$ cat src/rtl/fetch_unit.sv
// Instruction fetch front end: PC generation plus an in-order {pc, instr} buffer.
// Optional FETCH_MISALIGN_TRAP_EN: trap on misaligned redirect instead of rounding.
module fetch_unit #(
  parameter logic [63:0] RESET_PC = 64'h0,
  parameter int unsigned PC_STEP  = 8,
  parameter int unsigned DEPTH    = 2
) (
  input  logic        clk,
  input  logic        rst,
  output logic [63:0] pc,
  input  logic [31:0] instr,
  output logic        out_valid,
  input  logic        out_ready,
  output logic [31:0] out_instr,
  output logic [63:0] out_pc,
  input  logic        redirect,
  input  logic [63:0] redirect_pc,
  output logic        misaligned
);

  localparam int unsigned AW = $clog2(DEPTH);
  localparam int unsigned CW = AW + 1;
  localparam logic [63:0] STEP = 64'(PC_STEP);
  localparam logic [CW-1:0] FULL = CW'(DEPTH);

  logic [63:0]   pc_q, pc_d;
  logic [AW-1:0] rptr_q, rptr_d;
  logic [AW-1:0] wptr_q, wptr_d;
  logic [CW-1:0] cnt_q, cnt_d;
  logic [63:0]   buf_pc_q [DEPTH];
  logic [31:0]   buf_in_q [DEPTH];

  logic [63:0] rem;
  logic [63:0] tgt;
  logic        enq;
  logic        deq;

  assign rem = redirect_pc % STEP;

`ifdef FETCH_MISALIGN_TRAP_EN
  logic mis_q;

  assign tgt        = redirect_pc;
  assign misaligned = mis_q;

  // Sticky until reset; later redirects cannot clear it.
  always_ff @(posedge clk or posedge rst) begin
    if (rst) begin
      mis_q <= 1'b0;
    end else if (redirect && rem != 64'd0) begin
      mis_q <= 1'b1;
    end
  end
`else
  assign tgt        = redirect_pc - rem;
  assign misaligned = 1'b0;
`endif

  assign pc        = pc_q;
  assign out_valid = (cnt_q != '0);
  assign out_pc    = buf_pc_q[rptr_q];
  assign out_instr = buf_in_q[rptr_q];

  assign deq = out_valid & out_ready;
  assign enq = ~redirect & ~misaligned & ((cnt_q < FULL) | deq);

  always_comb begin
    pc_d   = pc_q;
    rptr_d = rptr_q;
    wptr_d = wptr_q;
    cnt_d  = cnt_q;
    if (redirect) begin
      pc_d   = tgt;
      rptr_d = '0;
      wptr_d = '0;
      cnt_d  = '0;
    end else begin
      if (enq) begin
        pc_d   = pc_q + STEP;
        wptr_d = wptr_q + AW'(1);
      end
      if (deq) begin
        rptr_d = rptr_q + AW'(1);
      end
      unique case ({enq, deq})
        2'b10:   cnt_d = cnt_q + CW'(1);
        2'b01:   cnt_d = cnt_q - CW'(1);
        default: cnt_d = cnt_q;
      endcase
    end
  end

  always_ff @(posedge clk or posedge rst) begin
    if (rst) begin
      pc_q   <= RESET_PC;
      rptr_q <= '0;
      wptr_q <= '0;
      cnt_q  <= '0;
    end else begin
      pc_q   <= pc_d;
      rptr_q <= rptr_d;
      wptr_q <= wptr_d;
      cnt_q  <= cnt_d;
    end
  end

  // Payload storage needs no reset; count gates visibility.
  always_ff @(posedge clk) begin
    if (enq) begin
      buf_pc_q[wptr_q] <= pc_q;
      buf_in_q[wptr_q] <= instr;
    end
  end

endmodule

$ cat config.mk
export PLATFORM = sky130hd
export DESIGN_NAME = fetch_unit
export DESIGN_NICKNAME = d
export VERILOG_FILES = /design/src/rtl/fetch_unit.sv
export SDC_FILE = /design/constraint.sdc
export NUM_CORES = 1
export LEC_CHECK = 0
export CORE_MARGIN = 4
export CORE_UTILIZATION = 40
export CTS_CLUSTER_DIAMETER = 200
export DETAILED_ROUTE_END_ITERATION = 10
export HOLD_SLACK_MARGIN = 0.02
export PLACE_DENSITY_LB_ADDON = 0.3
export SYNTH_ARGS = -nofsm -noshare
export SYNTH_HDL_FRONTEND = slang
export SYNTH_SLANG_ARGS = --single-unit
$ cat constraint.sdc
create_clock -name clk -period 7.3 [get_ports clk]
set_input_delay 1.095 -clock clk [delete_from_list [all_inputs] [get_ports clk]]
set_output_delay 1.095 -clock clk [all_outputs]
set_load 0.02 [all_outputs]
## After elaboration in Yosys (flattened, before gate mapping)

Memory sizes are Yosys's and may differ from the RTL's.
Index checks and enable logic that the tools add are counted.

- Register bits after elaboration: 68
- Memory bits (writable): 192
- Logic and storage cells: 33
- Memories kept: 2

Memory list:

| name | words | width | rd ports | clocked after Yosys merged registers in | wr ports | line | RTL |
|---|---|---|---|---|---|---|---|
| buf_pc_q | 2 | 64 | 1 | 0 | 1 | 30 | `logic [63:0] buf_pc_q [DEPTH];` |
| buf_in_q | 2 | 32 | 1 | 0 | 1 | 31 | `logic [31:0] buf_in_q [DEPTH];` |

- Bitwise operators: 4
- Multiplexer cells: 10
- Reductions and logical operators: 4
- Add/sub/neg operators: 6
- Equality and inequality tests: 2
- Order comparisons: 1

Operators by type and width:

| cell | count |
|---|---|
| $mux 64 | 2 |
| $add 64x4->64 const B | 1 |
| $sub 64x3->64 | 1 |
| $mux 1 | 6 |
| $reduce_bool 2->1 | 3 |
| $pmux 2 s2 | 1 |
| $reduce_bool 3->1 | 1 |
| $add 1x1->1 const B | 2 |
| $add 2x1->2 const B | 1 |
| $and 1x1->1 | 2 |
| $eq 2x1->1 const B | 1 |
| $eq 2x2->1 const B | 1 |
| $lt 2x2->1 const B | 1 |
| $mux 2 | 1 |
| $sub 2x1->2 const B | 1 |
| $not 1->1 | 1 |
| $or 1x1->1 | 1 |

## Logic depth before layout (Yosys ltp)

- Depth in word-level cells: 7
- Depth in mapped cells: 9
- Gate-level depth less buffers: 5

## Least setup slack after synthesis

OpenSTA, ideal clock, no wires.

- Kind: input port to flip-flop
- From: input redirect
- To: memory buf_in_q[0][0] (enable)
- Required time: 6.641 ns
- Setup slack: -1.382 ns
- Buffers on the path: 3
- Arrival time: 8.023 ns
- Stages: 4
- Cells stage by stage: clkbuf_1 -> clkbuf_1 -> buf_1 -> nor3_1

- Cells in the longest elaborated chain, start to end: 4

RTL lines:

| item | line | RTL |
|---|---|---|
| start, declared | 16 | `input logic redirect,` |
| $not 1->1 | 65 | `assign enq = ~redirect & ~misaligned & ((cnt_q < FULL) \| deq);` |
| $and 1x1->1 | 65 |  |
| $mux 1 | 109 | `if (enq) begin` |
| $mux 1 (not written as such) | 111 | `buf_in_q[wptr_q] <= instr;` |
| end, declared | 31 |  |

No other way between the ends.

## Worst setup path after layout

- From: register rptr_q
- To: output out_pc[39]

- Cells in the longest elaborated chain, start to end: 1

RTL lines:

| item | line | RTL |
|---|---|---|
| start, declared | 27 | `logic [AW-1:0] rptr_q, rptr_d;` |
| start signal, assigned | 101 | `rptr_q <= rptr_d;` |
| $mem_v2 2x64 | n/a |  |
| end, declared | 15 | `output logic [63:0] out_pc,` |

No other way between the ends.

==> results.md <==
* Peak VDD IR at 0.174 mV
* Routed wire length at 26.6 mm
* Starting Density at 40.6%
* Top Ports at 262
* Die height at 170 µm
* Detail Route Antenna Nets at 0
* Top-area cell type share of the netlist area at 52.9%
* Avg Inst Size Synth at 14.4 µm²
* Commonest non-fill, non-tap cell in the layout: clkdlybuf4s50_1
* Synth unique cells at 48
* CTS tree: done
* Slowest-stage cell, CP: dfrtp_4
* Yosys warning total at 0
* CP arrival at 3.05 ns
* Setup TNS at 0 ns
* Unrepaired setup endpoints after global routing: false
* Placed cells at 1290
* Total power at 3.85 mW
* Setup violations, final at 0
* Via-per-instance ratio at 5.25
* Run status: completed
* # rows at 59
* Drt pass-1 iters at 4
* CP max FO at 61
* Cells after synthesis at 733
* Setup Fix Bufs, Post-CTS at 0
* Clk buf depth at 3
* Non-Filler Instances at 1345
* Die Span X at 170 µm
* Post-synthesis register bit count at 251
* Crit share post-route at 56.8%
* CP peak stage delay at 0.73 ns
* WS Path Type: flip-flop to output port
* Via count at 7066
* Clk root buf: clkbuf_16
* CTS Buf Count at 28
* Post-CTS Resized at 0
* Number of global-route vias before repair at 7176
* Area of the core at 26000 µm²
* Hold buffers post-CTS at 0
* Post-route cell area at 14400 µm²
* Post-synthesis sequential area ratio at 68.4%
* DR WL/cell at 19.7 µm
* Multi-input logic area at 3170 µm²
* Max-cap violations at 0
* Drt drc at 0
* Tightest Pin Transition at 0.993 ns
* First-pass GRT wire length at 41.0 mm
* Crit path from: rptr_q
* Mapped cell area at 10500 µm²
* Cell area power density at 268 nW/µm²
* Fillers at 2207
* Cell taking the most area after synthesis: edfxtp_1
* Flop-to-flop setup slack at 4.16 ns
* Most frequent cells in the layout: clkdlybuf4s50_1, edfxtp_1, mux2_2
* GR Util met2 at 29.7%
* DP Wirelength at 17.8 mm
* R2R Path Start: pc[6]
* Share of cells above drive strength 1 at 16.3%
* Endpoint type of the worst setup path: output port
* Global routing's busiest layer: met2
* H-tree depth at 1
* Iter 0 DRT Violations at 380
* Pleak at 4.96 nW
* Final net count at 1086
* Crit path to: out_pc[39]
* Clk sinks at 251
* Tmin final at 4.14 ns
* Post-synth EDFFs at 186
* Startpoint Class: flip-flop
* Reg2reg path depth at 5
* Worst min path class: flip-flop to flip-flop
* Max Transition Viols Final at 0
* GR Overflow Total at 0
* Initial antenna violation count at 4
* Area after DPL at 13400 µm²
* IO buf count at 251
* Most used DFF post-synth: edfxtp_1
* Slew headroom at 33.8%
* Total GRT Usage at 17.8%
* Global placement routability congestion at 0.767
* P&R area growth vs syn at 36.1%
* R2R Path End: pc[35]
* Largest net degree at the start of global routing at 84
* Die area at 29000 µm²
* Fmax at 241 MHz
* WP data required at 6.20 ns
* Reg clk slew, reported paths at 0.06 ns
* Met1 Use GR at 23.9%
* Met3 GRT Util at 3.65%
* Sequential Area at 7220 µm²
* Final Skew at 0.0141 ns
* CP cell instances: buf_4, mux2_2, clkdlybuf4s50_1
* Final Hold Fails at 0
* Async set or reset register ratio after synthesis at 25.9%
* Clk_lat worst skew at 0.53 ns
* Ranking of synthesized cells by area: edfxtp_1, dfrtp_1, mux2_2
-- Yosys cell counts, types with 4 or more instances --
cell type and n:
xor2_1 17, nand2_1 57, nand4_1 24, o21ai_0 34, a31oi_1 19, and2_1 6
nor3_1 11, clkbuf_1 26, xnor2_1 17, and3_1 13, buf_2 6, edfxtp_1 186
o311ai_0 5, nor2_1 31, inv_1 6, dfrtp_1 65, nand3_1 25, buf_4 7
mux2_2 96, o31ai_1 17, or4_1 20, nor4_1 6, buf_1 4
-- layout make-up --
| class | instances | share of cell area [%] |
|---|---|---|
| clock buffers | 43 | 5.63 |
| flip-flops and latches | 251 | 50.2 |
| well taps | 335 | 2.92 |
| repair buffers | 259 | 17.9 |
| clock inverters | 9 | 1.05 |
| multi-input cells | 439 | 22.1 |
| inverters | 6 | 0.166 |
| diodes | 3 | 0.0523 |
-- flip-flops by register name (all words and copies together), names as in the netlist --
| name | count |
|---|---|
| buf_in_q | 64 |
| buf_pc_q | 122 |
| cnt_q | 2 |
| pc | 61 |
| rptr_q | 1 |
| wptr_q | 1 |
-- power breakdown --
group / switching, mW / internal (mW)
Sequential: 0.0956 / 1.67
Clock: 0.544 / 0.902
Combinational: 0.318 / 0.318
-- worst max-delay path: cells and delay by family, from the launching register on --
| kind | cells | cell delay [ns] |
|---|---|---|
| buf+inv | 2 | 1.29 |
| flops | 1 | 0.73 |
| mux | 1 | 0.42 |
-- how the worst min path moves through the flow --
stage	endpoint	depth (start not counted)	start	slack [ns]
2_1_floorplan	cnt_q[0]	2	cnt_q[0]	0.50
3_3_place_gp	cnt_q[0]	2	cnt_q[0]	0.52
3_5_place_dp	buf_pc_q[1][61]	0	pc[61]	0.53
4_1_cts	buf_pc_q[0][63]	0	pc[63]	0.55
5_1_grt	buf_pc_q[0][63]	0	pc[63]	0.56
6_report	buf_pc_q[0][63]	0	pc[63]	0.53
-- kinds of logic (layout without fill, tap and decap cells) --
| group | count (synthesis) | count (layout) | share of synthesized area [%] |
|---|---|---|---|
| flops | 251 | 251 | 68.4 |
| buf+inv | 49 | 317 | 2.06 |
| simple gates | 215 | 215 | 11.2 |
| xor+xnor | 34 | 34 | 2.82 |
| mux | 97 | 97 | 10.3 |
| fa+ha+maj | 1 | 1 | 0.119 |
| other cells | 1 | 10 | 0.0355 |
| compound gates | 85 | 85 | 5.09 |
-- per-stage QoR --
step	setup WS [ns]	utilization [%]	hold WS [ns]
floorplan	1.47	-	0.498
global placement	3.11	51.5	0.516
detailed placement	3.02	51.5	0.534
CTS	3.06	55.2	0.547
global route	2.99	55.3	0.561
finish	3.16	55.3	0.533
-- per-layer routing --
metal  vias to the layer above  part of all wire (%)
met2                       221                    49
met1                      3488                    42
met3                        46                   6.7
li1                       3309                     -
met4                         2                   2.1
met5                         -                 0.049
Power figures use the tool's default switching activity.
